===== src/rtl/act_backward_sign_pkg.sv =====
// Shared definitions for the signed fixed-point activation library (forward and backward blocks).
// Holds the activation mode encoding and the fixed-point unit helpers.
package act_backward_sign_pkg;

    typedef enum logic [1:0] {
        ACT_RELU     = 2'd0,
        ACT_LEAKY    = 2'd1,
        ACT_HARDTANH = 2'd2,
        ACT_SIGMOID  = 2'd3
    } act_mode_e;

    // +1.0 and -1.0 in a Q format with decimal_point fraction bits.
    function automatic int fx_one(input int decimal_point);
        return 1 << decimal_point;
    endfunction

    function automatic int fx_neg_one(input int decimal_point);
        return -(1 << decimal_point);
    endfunction

endpackage


===== src/rtl/act_backward_sign_deriv_factor.sv =====
// Combinational derivative factor f'(x) in Q(DECIMAL_POINT) for every supported activation.
// For sigmoid the input is the forward output y, and f'(y) = y * (1 - y).
module act_deriv_factor
    import act_backward_sign_pkg::*;
#(
    parameter int WIDTH                = 8,
    parameter int DECIMAL_POINT        = 5,
    parameter int NEGATIVE_SLOPE_SHIFT = 5
) (
    input  act_mode_e                 mode,
    input  logic signed [WIDTH-1:0]   x,
    output logic signed [WIDTH:0]     factor
);

    localparam int FW = WIDTH + 1;
    localparam int PW = 2 * WIDTH;

    localparam logic signed [FW-1:0] ONE_F     = FW'(fx_one(DECIMAL_POINT));
    localparam logic signed [FW-1:0] LEAK_F    = FW'(fx_one(DECIMAL_POINT) >>> NEGATIVE_SLOPE_SHIFT);
    localparam logic signed [PW-1:0] ONE_P     = PW'(fx_one(DECIMAL_POINT));
    localparam logic signed [PW-1:0] NEG_ONE_P = PW'(fx_neg_one(DECIMAL_POINT));

    if (NEGATIVE_SLOPE_SHIFT < 0 || NEGATIVE_SLOPE_SHIFT > DECIMAL_POINT) begin : g_bad_slope
        $error("act_deriv_factor: NEGATIVE_SLOPE_SHIFT must lie in [0, DECIMAL_POINT]");
    end

    logic signed [PW-1:0] x_ext;
    logic signed [PW-1:0] y_clamp;
    logic signed [PW-1:0] sig_full;

    always_comb begin
        // NOTE: every variable gets a default before any branch, so no path can leave one unassigned and infer a latch.
        x_ext    = {{(PW-WIDTH){x[WIDTH-1]}}, x};
        y_clamp  = x_ext;
        sig_full = '0;
        factor   = '0;

        if (x[WIDTH-1]) begin
            y_clamp = '0;
        end else if (x_ext > ONE_P) begin
            y_clamp = ONE_P;
        end
        sig_full = (y_clamp * (ONE_P - y_clamp)) >>> DECIMAL_POINT;

        case (mode)
            ACT_RELU:     factor = x[WIDTH-1] ? '0 : ONE_F;
            ACT_LEAKY:    factor = x[WIDTH-1] ? LEAK_F : ONE_F;
            ACT_HARDTANH: factor = (x_ext >= NEG_ONE_P && x_ext <= ONE_P) ? ONE_F : '0;
            ACT_SIGMOID:  factor = FW'(sig_full);
            default:      factor = '0;
        endcase
    end

endmodule


===== src/rtl/act_backward_sign.sv =====
// Streaming activation backward pass: gOut = sat(gIn * f'(xIn)) through a 3-stage
// pipeline (factor, product, shift+saturate) with one global stall on backpressure.
module act_backward_sign
    import act_backward_sign_pkg::*;
#(
    parameter int WIDTH                = 8,
    parameter int DECIMAL_POINT        = 5,
    parameter int NEGATIVE_SLOPE_SHIFT = 5,
    parameter int CNT_WIDTH            = 16
) (
    input  logic                        iClk,
    input  logic                        iRst,
    input  logic [1:0]                  mode,
    input  logic signed [WIDTH-1:0]     xIn,
    input  logic signed [WIDTH-1:0]     gIn,
    input  logic                        lastIn,
    input  logic                        inValid,
    output logic                        inReady,
    output logic signed [WIDTH-1:0]     gOut,
    output logic                        lastOut,
    output logic                        outValid,
    input  logic                        outReady,
    output logic [CNT_WIDTH-1:0]        beatCount
);

    localparam int FW = WIDTH + 1;
    localparam int PW = 2 * WIDTH;

    localparam logic signed [PW-1:0] SAT_MAX = PW'((1 <<< (WIDTH - 1)) - 1);
    localparam logic signed [PW-1:0] SAT_MIN = PW'(-(1 <<< (WIDTH - 1)));

    // All stages move together; the output register is the only stage that can block.
    logic advance;
    assign advance = !outValid || outReady;
    assign inReady = advance && iRst;

    logic signed [FW-1:0] factor;

    act_deriv_factor #(
        .WIDTH                (WIDTH),
        .DECIMAL_POINT        (DECIMAL_POINT),
        .NEGATIVE_SLOPE_SHIFT (NEGATIVE_SLOPE_SHIFT)
    ) u_factor (
        .mode   (act_mode_e'(mode)),
        .x      (xIn),
        .factor (factor)
    );

    logic                    s1_valid;
    logic signed [WIDTH-1:0] s1_g;
    logic signed [FW-1:0]    s1_f;
    logic                    s1_last;

    logic                    s2_valid;
    logic signed [PW-1:0]    s2_p;
    logic                    s2_last;

    logic signed [PW-1:0]    g_ext;
    logic signed [PW-1:0]    f_ext;
    logic signed [PW-1:0]    product;
    logic signed [PW-1:0]    r_shift;
    logic signed [WIDTH-1:0] r_sat;

    assign g_ext   = {{(PW-WIDTH){s1_g[WIDTH-1]}}, s1_g};
    assign f_ext   = {{(PW-FW){s1_f[FW-1]}}, s1_f};
    assign product = g_ext * f_ext;
    assign r_shift = s2_p >>> DECIMAL_POINT;

    always_comb begin
        r_sat = r_shift[WIDTH-1:0];
        if (r_shift > SAT_MAX) begin
            r_sat = SAT_MAX[WIDTH-1:0];
        end else if (r_shift < SAT_MIN) begin
            r_sat = SAT_MIN[WIDTH-1:0];
        end
    end

    // NOTE: payload registers carry no reset; the stage valid bits alone decide whether their contents mean anything.
    always_ff @(posedge iClk) begin
        if (advance) begin
            s1_g    <= gIn;
            s1_f    <= factor;
            s1_last <= lastIn;
            s2_p    <= product;
            s2_last <= s1_last;
        end
    end

    always_ff @(posedge iClk) begin
        // NOTE: non-blocking assignments make every register here sample the pre-edge values, as real flops do.
        if (!iRst) begin
            s1_valid  <= 1'b0;
            s2_valid  <= 1'b0;
            outValid  <= 1'b0;
            gOut      <= '0;
            lastOut   <= 1'b0;
            beatCount <= '0;
        end else begin
            if (outValid && outReady) begin
                beatCount <= beatCount + CNT_WIDTH'(1);
            end
            if (advance) begin
                s1_valid <= inValid;
                s2_valid <= s1_valid;
                outValid <= s2_valid;
                // Only real beats touch the output, so a bubble leaves the last result in place.
                if (s2_valid) begin
                    gOut    <= r_sat;
                    lastOut <= s2_last;
                end
            end
        end
    end

endmodule


===== config.mk =====
export PLATFORM = sky130hd
export DESIGN_NAME = act_backward_sign
export DESIGN_NICKNAME = d
export VERILOG_FILES = /design/src/rtl/act_backward_sign_pkg.sv /design/src/rtl/act_backward_sign_deriv_factor.sv /design/src/rtl/act_backward_sign.sv
export SDC_FILE = /design/constraint.sdc
export NUM_CORES = 1
export LEC_CHECK = 0
export ABC_AREA = 0
export CORE_ASPECT_RATIO = 2
export CORE_MARGIN = 2
export CORE_UTILIZATION = 65
export CTS_CLUSTER_DIAMETER = 80
export CTS_CLUSTER_SIZE = 25
export DETAILED_ROUTE_END_ITERATION = 12
export PLACE_DENSITY = 0.87
export SETUP_SLACK_MARGIN = 0.4
export SYNTH_ARGS = -nofsm -noshare
export SYNTH_HDL_FRONTEND = slang
export SYNTH_SLANG_ARGS = --single-unit

===== constraint.sdc =====
create_clock -name iClk -period 16 [get_ports iClk]
set_input_delay 2.4 -clock iClk [delete_from_list [all_inputs] [get_ports iClk]]
set_output_delay 2.4 -clock iClk [all_outputs]
set_load 0.02 [all_outputs]

After elaboration in Yosys (flattened, before gate mapping)
Cells that the tools add are included.
Widths: inputs -> output; s select.
{"block": "totals", "ff_bits": 63, "in_bits": 23, "elab_cells": 38}
{"block": "classes", "addsub": 2, "n_mul": 2, "n_lt_le_gt_ge": 5, "eq_ne": 3, "muxes": 8, "reduce_logical": 7}
{"operator": "$pmux 9 s4", "count": 1}
{"operator": "$mux 6", "count": 3}
{"operator": "$add 16x1->16 const B", "count": 1}
{"operator": "$mul 8x16->14", "count": 1}
{"operator": "$mul 8x9->16", "count": 1}
{"operator": "$mux 8", "count": 2}
{"operator": "$mux 7", "count": 2}
{"operator": "$gt 11x8->1 const B", "count": 1}
{"operator": "$lt 11x8->1 const B", "count": 1}
{"operator": "$ge 8x6->1 const B", "count": 1}
{"operator": "$gt 8x7->1 const B", "count": 1}
{"operator": "$le 8x7->1 const B", "count": 1}
{"operator": "$sub 6x7->8 const A", "count": 1}
{"operator": "$eq 2x2->1 const B", "count": 2}
{"operator": "$logic_and 1x1->1", "count": 3}
{"operator": "$eq 2x1->1 const B", "count": 1}
{"operator": "$logic_not 2->1", "count": 1}
{"operator": "$reduce_and 2->1", "count": 1}
{"operator": "$logic_not 1->1", "count": 1}
{"operator": "$logic_or 1x1->1", "count": 1}

Depth between registers and ports, before layout
Gate-level depths: netlist of the first run.
{"block": "depth", "depth_word": 6, "mapped_depth": 22, "ltp_nobuf": 22}

By module
Synthesis of the first run repeated with hierarchy kept, for this count alone.
{"block": "hier_totals", "hier_cells": 713, "area_unflattened_um2": 6869.1}
{"module": "act_backward_sign", "n_inst": 1, "cells_each": 455, "area_per_inst_um2": 4684.5}
{"module": "act_deriv_factor", "n_inst": 1, "cells_each": 258, "area_per_inst_um2": 2184.6}

Least setup slack after synthesis of the first run
No wires, ideal clock.
{"block": "synth_path", "kind": "input to register", "start": "input port xIn[5]", "end": "register s1_f[7], data pin", "setup_time_ns": 0.265, "arrival_ns": 7.106, "t_required_ns": 15.735, "setup_slack_ns": 8.629, "stages": 21, "cell_sequence": "o21bai_4 inv_2 nor2_4 nand2_1 ha_1 or2_2 ha_1 or2_2 fa_1 inv_1 fa_1 fa_1 inv_1 fa_1 inv_1 ha_1 and2_1 a22oi_1 nand2b_1 nor3_1 nor3_1"}
{"block": "synth_between", "elab_chain_len": 6}
{"item": "start: declaration", "line_no": "act_backward_sign.sv:14", "rtl": "input logic signed [WIDTH-1:0] xIn,"}
{"item": "$gt 8x7->1", "line_no": "act_backward_sign_deriv_factor.sv:40", "rtl": "end else if (x_ext > ONE_P) begin"}
{"item": "$mux 7 (*)", "line_no": "act_backward_sign_deriv_factor.sv:40"}
{"item": "$mux 7 (*)", "line_no": "act_backward_sign_deriv_factor.sv:38", "rtl": "if (x[WIDTH-1]) begin"}
{"item": "$sub 6x7->8", "line_no": "act_backward_sign_deriv_factor.sv:43", "rtl": "sig_full = (y_clamp * (ONE_P - y_clamp)) >>> DECIMAL_POINT;"}
{"item": "$mul 8x16->14 (*)", "line_no": "act_backward_sign_deriv_factor.sv:43"}
{"item": "$pmux 9 s4 (*)", "line_no": "act_backward_sign_deriv_factor.sv:45", "rtl": "case (mode)"}
{"item": "net factor[7]", "line_no": "act_backward_sign.sv:37", "rtl": "logic signed [FW-1:0] factor;"}
{"item": "end signal: assignment", "line_no": "act_backward_sign.sv:82", "rtl": "s1_f <= factor;"}
{"item": "end: declaration", "line_no": "act_backward_sign.sv:51", "rtl": "logic signed [FW-1:0] s1_f;"}
The timed path passes the listed nets; every way through them passes the cells marked *.
A chain may end at the register's enable or synchronous reset.

Worst setup path after layout of the first run
{"block": "layout_path", "start": "input port xIn[7]", "end": "register s1_f[7], data pin"}
{"block": "layout_between", "elab_chain_len": 6}
{"item": "$gt 8x7->1", "line_no": "act_backward_sign_deriv_factor.sv:40"}
{"item": "$mux 7", "line_no": "act_backward_sign_deriv_factor.sv:40"}
{"item": "$mux 7 (*)", "line_no": "act_backward_sign_deriv_factor.sv:38"}
{"item": "$sub 6x7->8", "line_no": "act_backward_sign_deriv_factor.sv:43"}
{"item": "$mul 8x16->14 (*)", "line_no": "act_backward_sign_deriv_factor.sv:43"}
{"item": "$pmux 9 s4 (*)", "line_no": "act_backward_sign_deriv_factor.sv:45"}
{"item": "net factor[7]", "line_no": "act_backward_sign.sv:37"}
Marks and branches as above.

==> summary.md, run 1 <==
| Metric | Value |
|---|---|
| Post-DR wirelength/cell | `roughly 16 µm` |
| Max-slew violations | `0` |
| Synth Cell Area | `6740 µm²` |
| Post-route cell area | `7790 µm²` |
| FILL cells | `roughly 660` |
| Die height | `around 150 µm` |
| Synth Area in Compound Gates | `under 10%` |
| DRC | `0` |
| TritonCTS clock tree | `built` |
| Gp weighted congestion | `roughly 0.92` |
| Multi-input logic area | `4830 µm²` |
| Final worst slack | `7.88 ns` |
| Mapped Avg Cell Area | `slightly below 10 µm²` |
| Leak | `roughly 3.7 nW` |
| Hold-fix buffers, CTS | `0` |
| Largest net degree at the start of global routing | `39` |
| Tmin final | `8.12 ns` |
| Max-slew headroom | `between 30% and 40%` |
| Required @ worst endpoint | `around 16 ns` |
| Worst-Skew Late Latency | `approximately 0.33 ns` |
| Synth area leader | `fa_1` |
| Area growth syn-to-layout | `15.5%` |
| Tot GR Track Use | `about 27%` |
| IO Pins | `50` |
| Core Util, Final | `between 70 and 80%` |
| Count leader, synth | `inv_1` |
| Site row count | `between 50 and 60` |
| Largest family of logic cells by synthesized area | `adder cells` |
| Sequential area share after synthesis | `21.7%` |
| Distinct cells, synth | `58` |
| Crit. End Element | `register` |
| Crit Path Category | `in -> reg` |
| Detailed Route WL | `roughly 14000 µm` |
| First-pass DRT Iterations | `4` |
| First-pass GRT wire length | `24100 µm` |
| Status | `completed` |
| Die area | `11300 µm²` |
| Number of diodes | `0` |
| Total gr overflow | `0` |
| Critical Path Start Type | `input port` |
| Core box area | `roughly 10000 µm²` |
| Xor/xnor share of the synthesized area | `4.94%` |
| Layout cells sized above 1 | `about 5.3%` |
| CP Cell Sequence | `clkdlybuf4s50_1 > o21bai_4 > inv_2 > nor2_4 > nand2_1 > ha_1 > or2_2 > ha_1 > or2_2 > fa_1 > inv_1 > fa_1 > fa_1 > inv_1 > fa_1 > inv_1 > ha_1 > and2_1 > a22oi_1 > nor2b_1 > a21boi_0 > nor3_1` |
| Hold crit path type | `reg -> reg` |
| Final setup fails | `0` |
| CP Data Arrival Time | `8.29 ns` |
| Vias/cell | `5.50` |
| Worst Skew | `about 0.0053 ns` |
| Max VDD drop | `between 0.0001 and 0.00015 V` |
| Worst slew pin tran | `~0.9 ns` |
| IO Port Bufs | `49` |
| Area contributors post-synth | `fa_1 29%, edfxtp_1 13%, ha_1 12%` |
| Placed inst area | `7470 µm²` |
| Synth Flop Type | `edfxtp_1` |
| Pwr Total | `between 0.001 and 0.0015 W` |
| Starting Density | `66.8%` |
| H-tree depth | `3` |
| CTS root buf | `clkbuf_16` |
| Fin Setup TNS | `0 ns` |
| TritonCTS Buffers | `9` |
| EDFF count, synth | `30` |
| Yosys top cell area share | `about 29%` |
| Critical path peak fanout | `8` |
| Postcts setup bufs | `0` |
| F_max | `approximately 0.12 GHz` |
| Warnings, synthesis | `0` |
| Max-Cap Viols | `0` |
| Setup WS pre-CTS | `~7.6 ns` |
| Post-Syn Instances | `693` |
| CTS Sinks | `58` |
| Pwr Density | `185 nW/µm²` |
| Post-synthesis mux area share | `0.297%` |
| Number of gates resized after cts | `0` |
| Vias in the first global route | `5697` |
| Cell mode on critical path | `fa_1` |
| #FFs+latches synth | `58` |
| Worst path max stage delay | `0.62 ns` |
| Adder-cell area share of the yosys netlist | `40.3%` |
| Simple-gate share of the synthesized area | `18.0%` |
| Async SR Flop Fraction | `0%` |
| Clock slew at reported path FFs | `approximately 0.050 ns` |
| Fin nets | `roughly 950` |
| RSZ-0062 raised after global routing | `false` |
| Fin. Hold Viols | `0` |
| Post-route antenna net violation count | `0` |
| CTS max path bufs | `2` |
| Register area | `roughly 1500 µm²` |
| Via count | `5019` |
| Width of the die | `~76 µm` |
| Slowest CP cell | `clkdlybuf4s50_1` |
| Antenna violations before repair | `0` |
| Post-DP HPWL | `between 10000 and 15000 µm` |
| Fin crit share | `50.7%` |
| Post-synth top cells | `136 x inv_1, 97 x fa_1, 62 x ha_1, 58 x and2_1, 48 x nand2_1` |
| DR iter-0 viols | `around 180` |
-- layout by cell type (no fill, tap or decap), drive strengths merged, types with 28 or more instances in the layout --
cell type,Yosys,final
and2,58,58
nor2,40,40
dfxtp,28,28
clkdlybuf4s50,0,49
xnor2,33,33
inv,137,137
ha,62,62
edfxtp,30,30
nand2,49,49
fa,97,97
-- registers in the layout, summed over array words and instances (netlist names) --
register,count
beatCount,16
gOut,8
lastOut,1
outValid,1
s1_f,9
s1_g,8
s1_last,1
s1_valid,1
s2_last,1
s2_p,11
s2_valid,1
-- worst max-delay path, delay by kind of cell --
| family | cells | cell delay (ns) |
|---|---|---|
| buffers and inverters | 5 | 0.88 |
| AND/OR/NAND/NOR | 7 | 1.53 |
| adder cells (fa/ha/maj) | 7 | 2.89 |
| AO/OA/AOI/OAI | 3 | 0.59 |
-- cells by family (layout without fill, tap and decap cells) --
logic type                 Yosys count  after routing
other                                2             27
xor gates and xnor gates            38             38
adders and majority gates          159            159
buffers and inverters              143            202
DFF                                 58             58
muxes                                2              2
AOI/OAI and AO/OA                   63             63
and+or+nand+nor                    228            228
-- final timing paths --
check                         start                  to  slack [ns]  cells after the start
hold / removal    s1_last$_DFFE_PN_   s2_last$_DFFE_PN_        0.43                      0
setup reg to reg  s1_g[3]$_DFFE_PN_  s2_p[14]$_DFFE_PN_       11.36                     12
setup / recovery             xIn[7]   s1_f[7]$_DFFE_PN_        7.88                     22
hold reg to reg   s1_last$_DFFE_PN_   s2_last$_DFFE_PN_        0.43                      0
-- final cells by class --
type | instances | area share, %
multi-input combinational | 517 | 62.1
clock inverter | 6 | 1.17
inverter | 137 | 6.60
sequential | 58 | 18.8
timing repair buffer | 49 | 6.30
clock buffer | 10 | 2.94
tap | 135 | 2.17
-- through the flow --
stage               hold slack [ns]  cells
floorplan                     0.400    718
global placement              0.406    896
detailed placement            0.420    896
CTS                           0.433    912
global route                  0.435    912
finish                        0.427    912
-- report_power, final --
group / total, W / internal [W] / switching (W)
sequential: 0.000250 / 0.000224 / 0.0000260
clock: 0.000206 / 0.000136 / 0.0000692
combinational: 0.000984 / 0.000432 / 0.000552
total: 0.00144 / 0.000793 / 0.000647
-- routing by layer --
metal	up-vias	wire [µm]	track usage (%)
met5	-	0	0
met4	0	773	16.6
met3	64	389	3.48
met2	131	8570	56.4
met1	2501	4410	23.2
li1	2323	-	-
(Power assumes the default switching activity.)
==> run 2, diff against run 1 <==
CORE_UTILIZATION = 55   (was 65)
PLACE_DENSITY = 0.79   (was 0.87)
clock period = 7.3 ns   (was 16 ns; I/O delays follow)
==> run 2 against run 1 <==
Compared with the run above: final cell count is 1.4% higher; hold slack got worse by 0.0020 ns; via count fell by 0.80%; sequential cell count unchanged; count of clock-buffer cells in the layout rose by 1; clock power up 90%; critical path depth rose by 1; routed wire length decreased by 0.68%; combinational power increased by 120%; critical endpoint unchanged; sequential power rose by 120%; clock skew about the same; register-to-register slack worse by 8.8 ns.
==> summary.md, run 2 (synthesis results as in run 1) <==
| Metric | Value |
|---|---|
| Status | `completed` |
| Largest Register | `beatCount` |
| Required @ worst endpoint | `7.37 ns (-8.80 ns)` |
| Post-route cell area | `7780 µm² (about the same)` |
| Max reg flops | `16 (unchanged)` |
| Fin Setup TNS | `0 ns (unchanged)` |
| Leak | `3.68 nW (+0.39%)` |
| Number of diodes | `0 (unchanged)` |
| Worst Skew | `0.00511 ns (-0.000205 ns)` |
| Tmin final | `6.54 ns` |
| IO Pins | `50 (unchanged)` |
| Hold-fix buffers, CTS | `0 (unchanged)` |
| Starting Density | `55.9% (-11 points)` |
| Layout cells sized above 1 | `5.78% (+0.51 points)` |
| Clock slew at reported path FFs | `0.05 ns (about the same)` |
| Fin. Hold Viols | `0 (unchanged)` |
| CTS root buf | `clkbuf_16` |
| TritonCTS clock tree | `built` |
| TritonCTS Buffers | `9 (unchanged)` |
| CTS max path bufs | `2 (unchanged)` |
| Core Util, Final | `64.6% (-13 points)` |
| Crit. End Element | `register` |
| Top Registers | `beatCount x16, s2_p x11, s1_f x9` |
| Fin nets | `955 (+0.10%)` |
| Post-DP HPWL | `11900 µm (+1.4%)` |
| Via count | `4979 (-0.80%)` |
| First-pass DRT Iterations | `6 (+2)` |
| Most common cell after layout, fill and taps aside | `inv_1` |
| IO Port Bufs | `49 (unchanged)` |
| Final setup fails | `0 (unchanged)` |
| Site row count | `57 (+9.6%)` |
| Post-route antenna net violation count | `0 (unchanged)` |
| Worst-Skew Late Latency | `0.33 ns (about the same)` |
| Number of gates resized after cts | `0 (unchanged)` |
| CTS Sinks | `58 (unchanged)` |
| Max-Cap Viols | `0 (unchanged)` |
| H-tree depth | `3 (unchanged)` |
| Die area | `13200 µm² (+17%)` |
| Hold crit path type | `reg -> reg` |
| Vias in the first global route | `5592 (-1.8%)` |
| F_max | `approximately 0.15 GHz` |
| Core box area | `12100 µm² (+20%)` |
| Antenna violations before repair | `0 (unchanged)` |
| Critical path peak fanout | `8 (unchanged)` |
| Pwr Total | `0.00311 W (+120%)` |
| Pwr Density | `399 nW/µm² (+120%)` |
| FILL cells | `952 (+45%)` |
| Commonest non-fill, non-tap cells in the layout | `136 x inv_1, 97 x fa_1, 62 x ha_1` |
| Vias/cell | `5.38 (-2.2%)` |
| DR iter-0 viols | `160 (-13%)` |
| Detailed Route WL | `14000 µm (-0.68%)` |
| Tot GR Track Use | `23.4% (-3.7 points)` |
| Die height | `161 µm (+8.5%)` |
| Total gr overflow | `0 (unchanged)` |
| Setup WS pre-CTS | `0.232 ns (-7.33 ns)` |
| Max-slew headroom | `46.0% (+6.4 points)` |
| Area growth syn-to-layout | `15.5% (about the same)` |
| Fin crit share | `around nine tenths` |
| Max VDD drop | `0.000268 V (+120%)` |
| DRC | `0 (unchanged)` |
| Gp weighted congestion | `0.898 (-1.9%)` |
| Max-slew violations | `0 (unchanged)` |
| Width of the die | `82.3 µm (+8.3%)` |
| Largest net degree at the start of global routing | `39 (unchanged)` |
| Final worst slack | `0.758 ns (-7.13 ns)` |
| Crit Path Category | `in -> reg` |
| Worst slew pin tran | `0.808 ns (-0.0991 ns)` |
| Critical Path Start Type | `input port` |
| First-pass GRT wire length | `23600 µm (-2.1%)` |
| Postcts setup bufs | `0 (unchanged)` |
| CP Data Arrival Time | `6.61 ns (-1.68 ns)` |
| Placed inst area | `7490 µm² (+0.30%)` |
| RSZ-0062 raised after global routing | `false` |
| Post-DR wirelength/cell | `15.2 µm (-2.1%)` |
[run 2: worst max-delay path, stage by stage]
cell and delay [ns]:
clkdlybuf4s50_1 0.49, o21bai_4 0.25, inv_2 0.08, nor2_4 0.19
nand2_2 0.15, ha_1 0.26, and3_1 0.16, ha_1 0.33
or2_2 0.32, fa_1 0.48, inv_1 0.04, ha_1 0.26
inv_1 0.05, fa_1 0.52, fa_1 0.55, inv_1 0.04
ha_1 0.34, nand4_1 0.09, or3_4 0.37, nand3_2 0.12
nand4_1 0.15, a21boi_0 0.19, nor3_1 0.06
[run 2: area by class of cell]
| cell class | instances | area [µm²] | area share (%) |
|---|---|---|---|
| Sequential cell | 58 | 1460 | 18.8 |
| Multi-Input combinational cell | 517 | 4840 | 62.2 |
| Inverter | 137 | 514 | 6.61 |
| Clock buffer | 11 | 254 | 3.26 |
| Tap cell | 147 | 184 | 2.36 |
| Clock inverter | 5 | 26.3 | 0.338 |
| Timing Repair Buffer | 50 | 500 | 6.43 |
[run 2: metrics by stage]
stage / hold WS [ns] / instances
2_1_floorplan: 0.400 / 718
5_1_grt: 0.434 / 925
6_report: 0.425 / 925
3_3_place_gp: 0.406 / 909
4_1_cts: 0.424 / 925
3_5_place_dp: 0.417 / 909
[run 2: where the power goes]
| group | leakage, nW | internal, W | switching (W) |
|---|---|---|---|
| registers | 0.553 | 0.000492 | 0.0000616 |
| clock network | 0.145 | 0.000247 | 0.000143 |
| logic | 2.98 | 0.000957 | 0.00121 |
[run 2: metal layers]
metal | global-route usage, % | share of wire [%]
met5 | 0 | 0
met4 | 15.4 | 5.8
met2 | 45.7 | 61
met3 | 3.37 | 2.8
met1 | 20.1 | 31
[run 2: path summary, 6_finish.rpt]
path                            cells after the start         startpoint  slack (ns)                  to
worst max register to register                     15  s1_g[7]$_DFFE_PN_        2.56  s2_p[15]$_DFFE_PN_
worst min register to register                      0  s1_last$_DFFE_PN_        0.42   s2_last$_DFFE_PN_
worst min-delay path                                0  s1_last$_DFFE_PN_        0.42   s2_last$_DFFE_PN_
worst max-delay path                               23             xIn[6]        0.76   s1_f[7]$_DFFE_PN_
==> run 3, diff against run 2 <==
CORE_UTILIZATION = 61   (was 55)
PLACE_DENSITY = 0.83   (was 0.79)
clock period = 6.1 ns   (was 7.3 ns; I/O delays follow)
==> run 3 against run 2 <==
Compared with the run above: hold slack worse by 0.0039 ns; count of clock-buffer cells in the layout unchanged; final cell count rose by 3.4%; routed wire length grew 17%.
==> summary.md, run 3 (synthesis results as in run 1) <==
| Metric | Value |
|---|---|
| Status | `completed` |
| Post-DR wirelength/cell | `17.1 µm (+13%)` |
| Area growth syn-to-layout | `23.8%` |
| Crit. End Element | `register` |
| Worst Skew | `0.0119 ns (+0.00677 ns)` |
| CTS max path bufs | `2 (unchanged)` |
| Vias/cell | `5.56 (+3.4%)` |
| Via count | `5319 (+6.8%)` |
| Fin. Hold Viols | `0 (unchanged)` |
| Met2 wire len | `10000 µm (+18%)` |
| Worst-Skew Late Latency | `0.34 ns (about the same)` |
| Fin crit share | `around 91%` |
| Hold path start | `s1_last$_DFFE_PN_` |
| Placed inst area | `7770 µm² (+3.7%)` |
| Crit Path Category | `in -> reg` |
| DRC | `0 (unchanged)` |
| Top Registers | `beatCount x16, s2_p x11, s1_f x9` |
| Detailed Route WL | `16400 µm (+17%)` |
| DR WL met3 | `478 µm (+20%)` |
| DP Cell Count | `930 (+2.3%)` |
| Register area | `1460 µm² (unchanged)` |
| Max-slew headroom | `46.3% (+0.29 points)` |
| CTS root buf | `clkbuf_16` |
| IO Pins | `50 (unchanged)` |
| Site row count | `54 (-5.3%)` |
| CTS Sinks | `58 (unchanged)` |
| Critical Path Start Type | `input port` |
| First-pass DRT Iterations | `5 (-1)` |
| R2R setup slack | `1.30 ns (-1.26 ns)` |
| Width of the die | `78.3 µm (-4.8%)` |
| Hold crit path type | `reg -> reg` |
| Post-DP HPWL | `12700 µm (+6.3%)` |
| Leak | `3.92 nW (+6.7%)` |
| Crit Reg-Reg Startpoint | `s1_g[4]$_DFFE_PN_` |
| Max reg flops | `16 (unchanged)` |
| Commonest non-fill, non-tap cells in the layout | `127 x inv_1, 95 x fa_1, 57 x and2_1` |
| Max VDD drop | `0.000338 V (+26%)` |
| Setup WS pre-CTS | `-0.274 ns (-0.506 ns)` |
| Pwr Density | `491 nW/µm² (+23%)` |
| Slowest CP cell | `fa_1` |
| Die area | `12000 µm² (-9.5%)` |
| Pwr Total | `0.00410 W (+32%)` |
| CP Cell Sequence | `clkdlybuf4s50_1 > or4_4 > o21a_1 > ha_4 > nor2_1 > fa_1 > inv_1 > fa_1 > inv_1 > fa_1 > inv_1 > fa_1 > inv_2 > ha_4 > nor2_4 > nand3_4 > a31o_4 > a211oi_2 > nor3_1` |
| Critical path peak fanout | `4 (-4)` |
| Largest net degree at the start of global routing | `39 (unchanged)` |
| Cell mode on critical path | `fa_1` |
| Number of diodes | `0 (unchanged)` |
| Final worst slack | `0.524 ns (-0.234 ns)` |
| Fin nets | `993 (+4.0%)` |
| Vias in the first global route | `6040 (+8.0%)` |
| Core Util, Final | `77.2% (+13 points)` |
| Die height | `153 µm (-4.9%)` |
| Max-Cap Viols | `0 (unchanged)` |
| CP startpoint | `xIn[3]` |
| TritonCTS Buffers | `9 (unchanged)` |
| Max-slew violations | `0 (unchanged)` |
| IO Port Bufs | `49 (unchanged)` |
| Required @ worst endpoint | `6.17 ns (-1.20 ns)` |
| Layout cells sized above 1 | `15.1% (+9.3 points)` |
| First-pass GRT wire length | `26200 µm (+11%)` |
| DR top layer | `met4` |
| Largest Register | `beatCount` |
| Core box area | `10800 µm² (-10%)` |
| Worst path max stage delay | `0.54 ns (about the same)` |
| Most common cell after layout, fill and taps aside | `inv_1` |
| Starting Density | `62.4% (+6.4 points)` |
| Gp weighted congestion | `0.855 (-4.9%)` |
| Post-Layout Cell Count | `956 (+3.4%)` |
| FILL cells | `688 (-28%)` |
| TritonCTS clock tree | `built` |
| RSZ-0062 raised after global routing | `false` |
| Final setup fails | `0 (unchanged)` |
| H-tree depth | `3 (unchanged)` |
| CP Data Arrival Time | `5.65 ns (-0.96 ns)` |
| DR iter-0 viols | `152 (-5.0%)` |
| Met1 Wirelength | `4850 µm (+12%)` |
| Multi-input logic area | `5070 µm² (+4.7%)` |
| Clock slew at reported path FFs | `0.05 ns (about the same)` |
| Tmin final | `5.58 ns` |
| Tot GR Track Use | `28.5% (+5.1 points)` |
| Post-route cell area | `8350 µm² (+7.3%)` |
| Post-route antenna net violation count | `0 (unchanged)` |
| Antenna violations before repair | `0 (unchanged)` |
| Worst slew pin tran | `0.803 ns (-0.00437 ns)` |
| F_max | `approximately 0.18 GHz` |
| Total gr overflow | `0 (unchanged)` |
-- run 3: cell types whose count changed in the layout (fill, tap and decap cells not counted), moves of 5 or more --
cell,change
buf_4,+34
clkdlybuf4s50_1,-5
ha_1,-10
ha_4,+9
inv_1,-9
inv_2,+9
nor2_1,-6
or2_2,-5
or2_4,+5
-- run 3: worst paths after layout --
path | endpoint | cells after the start
setup reg to reg | s2_p[14]$_DFFE_PN_ | 12
hold reg to reg | s2_last$_DFFE_PN_ | 0
setup / recovery | s1_f[6]$_DFFE_PN_ | 19
hold / removal | s2_last$_DFFE_PN_ | 0
-- run 3: metrics by stage --
stage / hold slack [ns] / setup TNS, ns
after floorplan: 0.400 / 0
after global placement: 0.405 / -0.368
after detailed placement: 0.411 / -1.27
after CTS: 0.423 / 0
after global routing: 0.451 / 0
final: 0.421 / 0
-- run 3: power breakdown --
part | total, W | switching, W | internal, W
clock | 0.000554 | 0.000188 | 0.000366
combinational | 0.00288 | 0.00158 | 0.00130
sequential | 0.000664 | 0.0000749 | 0.000589
-- run 3: layout make-up --
class / count / share of cell area, %
multi-input combinational: 517 / 60.8
sequential: 58 / 17.5
timing repair buffer: 88 / 9.53
inverter: 137 / 6.16
clock buffer: 11 / 3.30
tap: 140 / 2.10
clock inverter: 5 / 0.659
-- run 3: timing repair --
item	in CTS	in global routing
hold buffers	0	0
endpoints found under the setup margin	7	7
setup buffers	3	7
pin swaps	14	28
gates resized for setup	25	33
-- run 3: critical path, delay by kind of cell --
| kind | cells | cell delay, ns |
|---|---|---|
| buf+inv | 5 | 0.64 |
| simple gates | 5 | 0.90 |
| compound gates | 3 | 0.70 |
| fa+ha+maj | 6 | 2.48 |
-- run 3: per-layer routing --
metal  vias to the layer above  track usage [%]
li1                       2401                -
met1                      2664             23.0
met2                       176             58.5
met3                        78             3.20
met4                         0             20.1
met5                         -                0
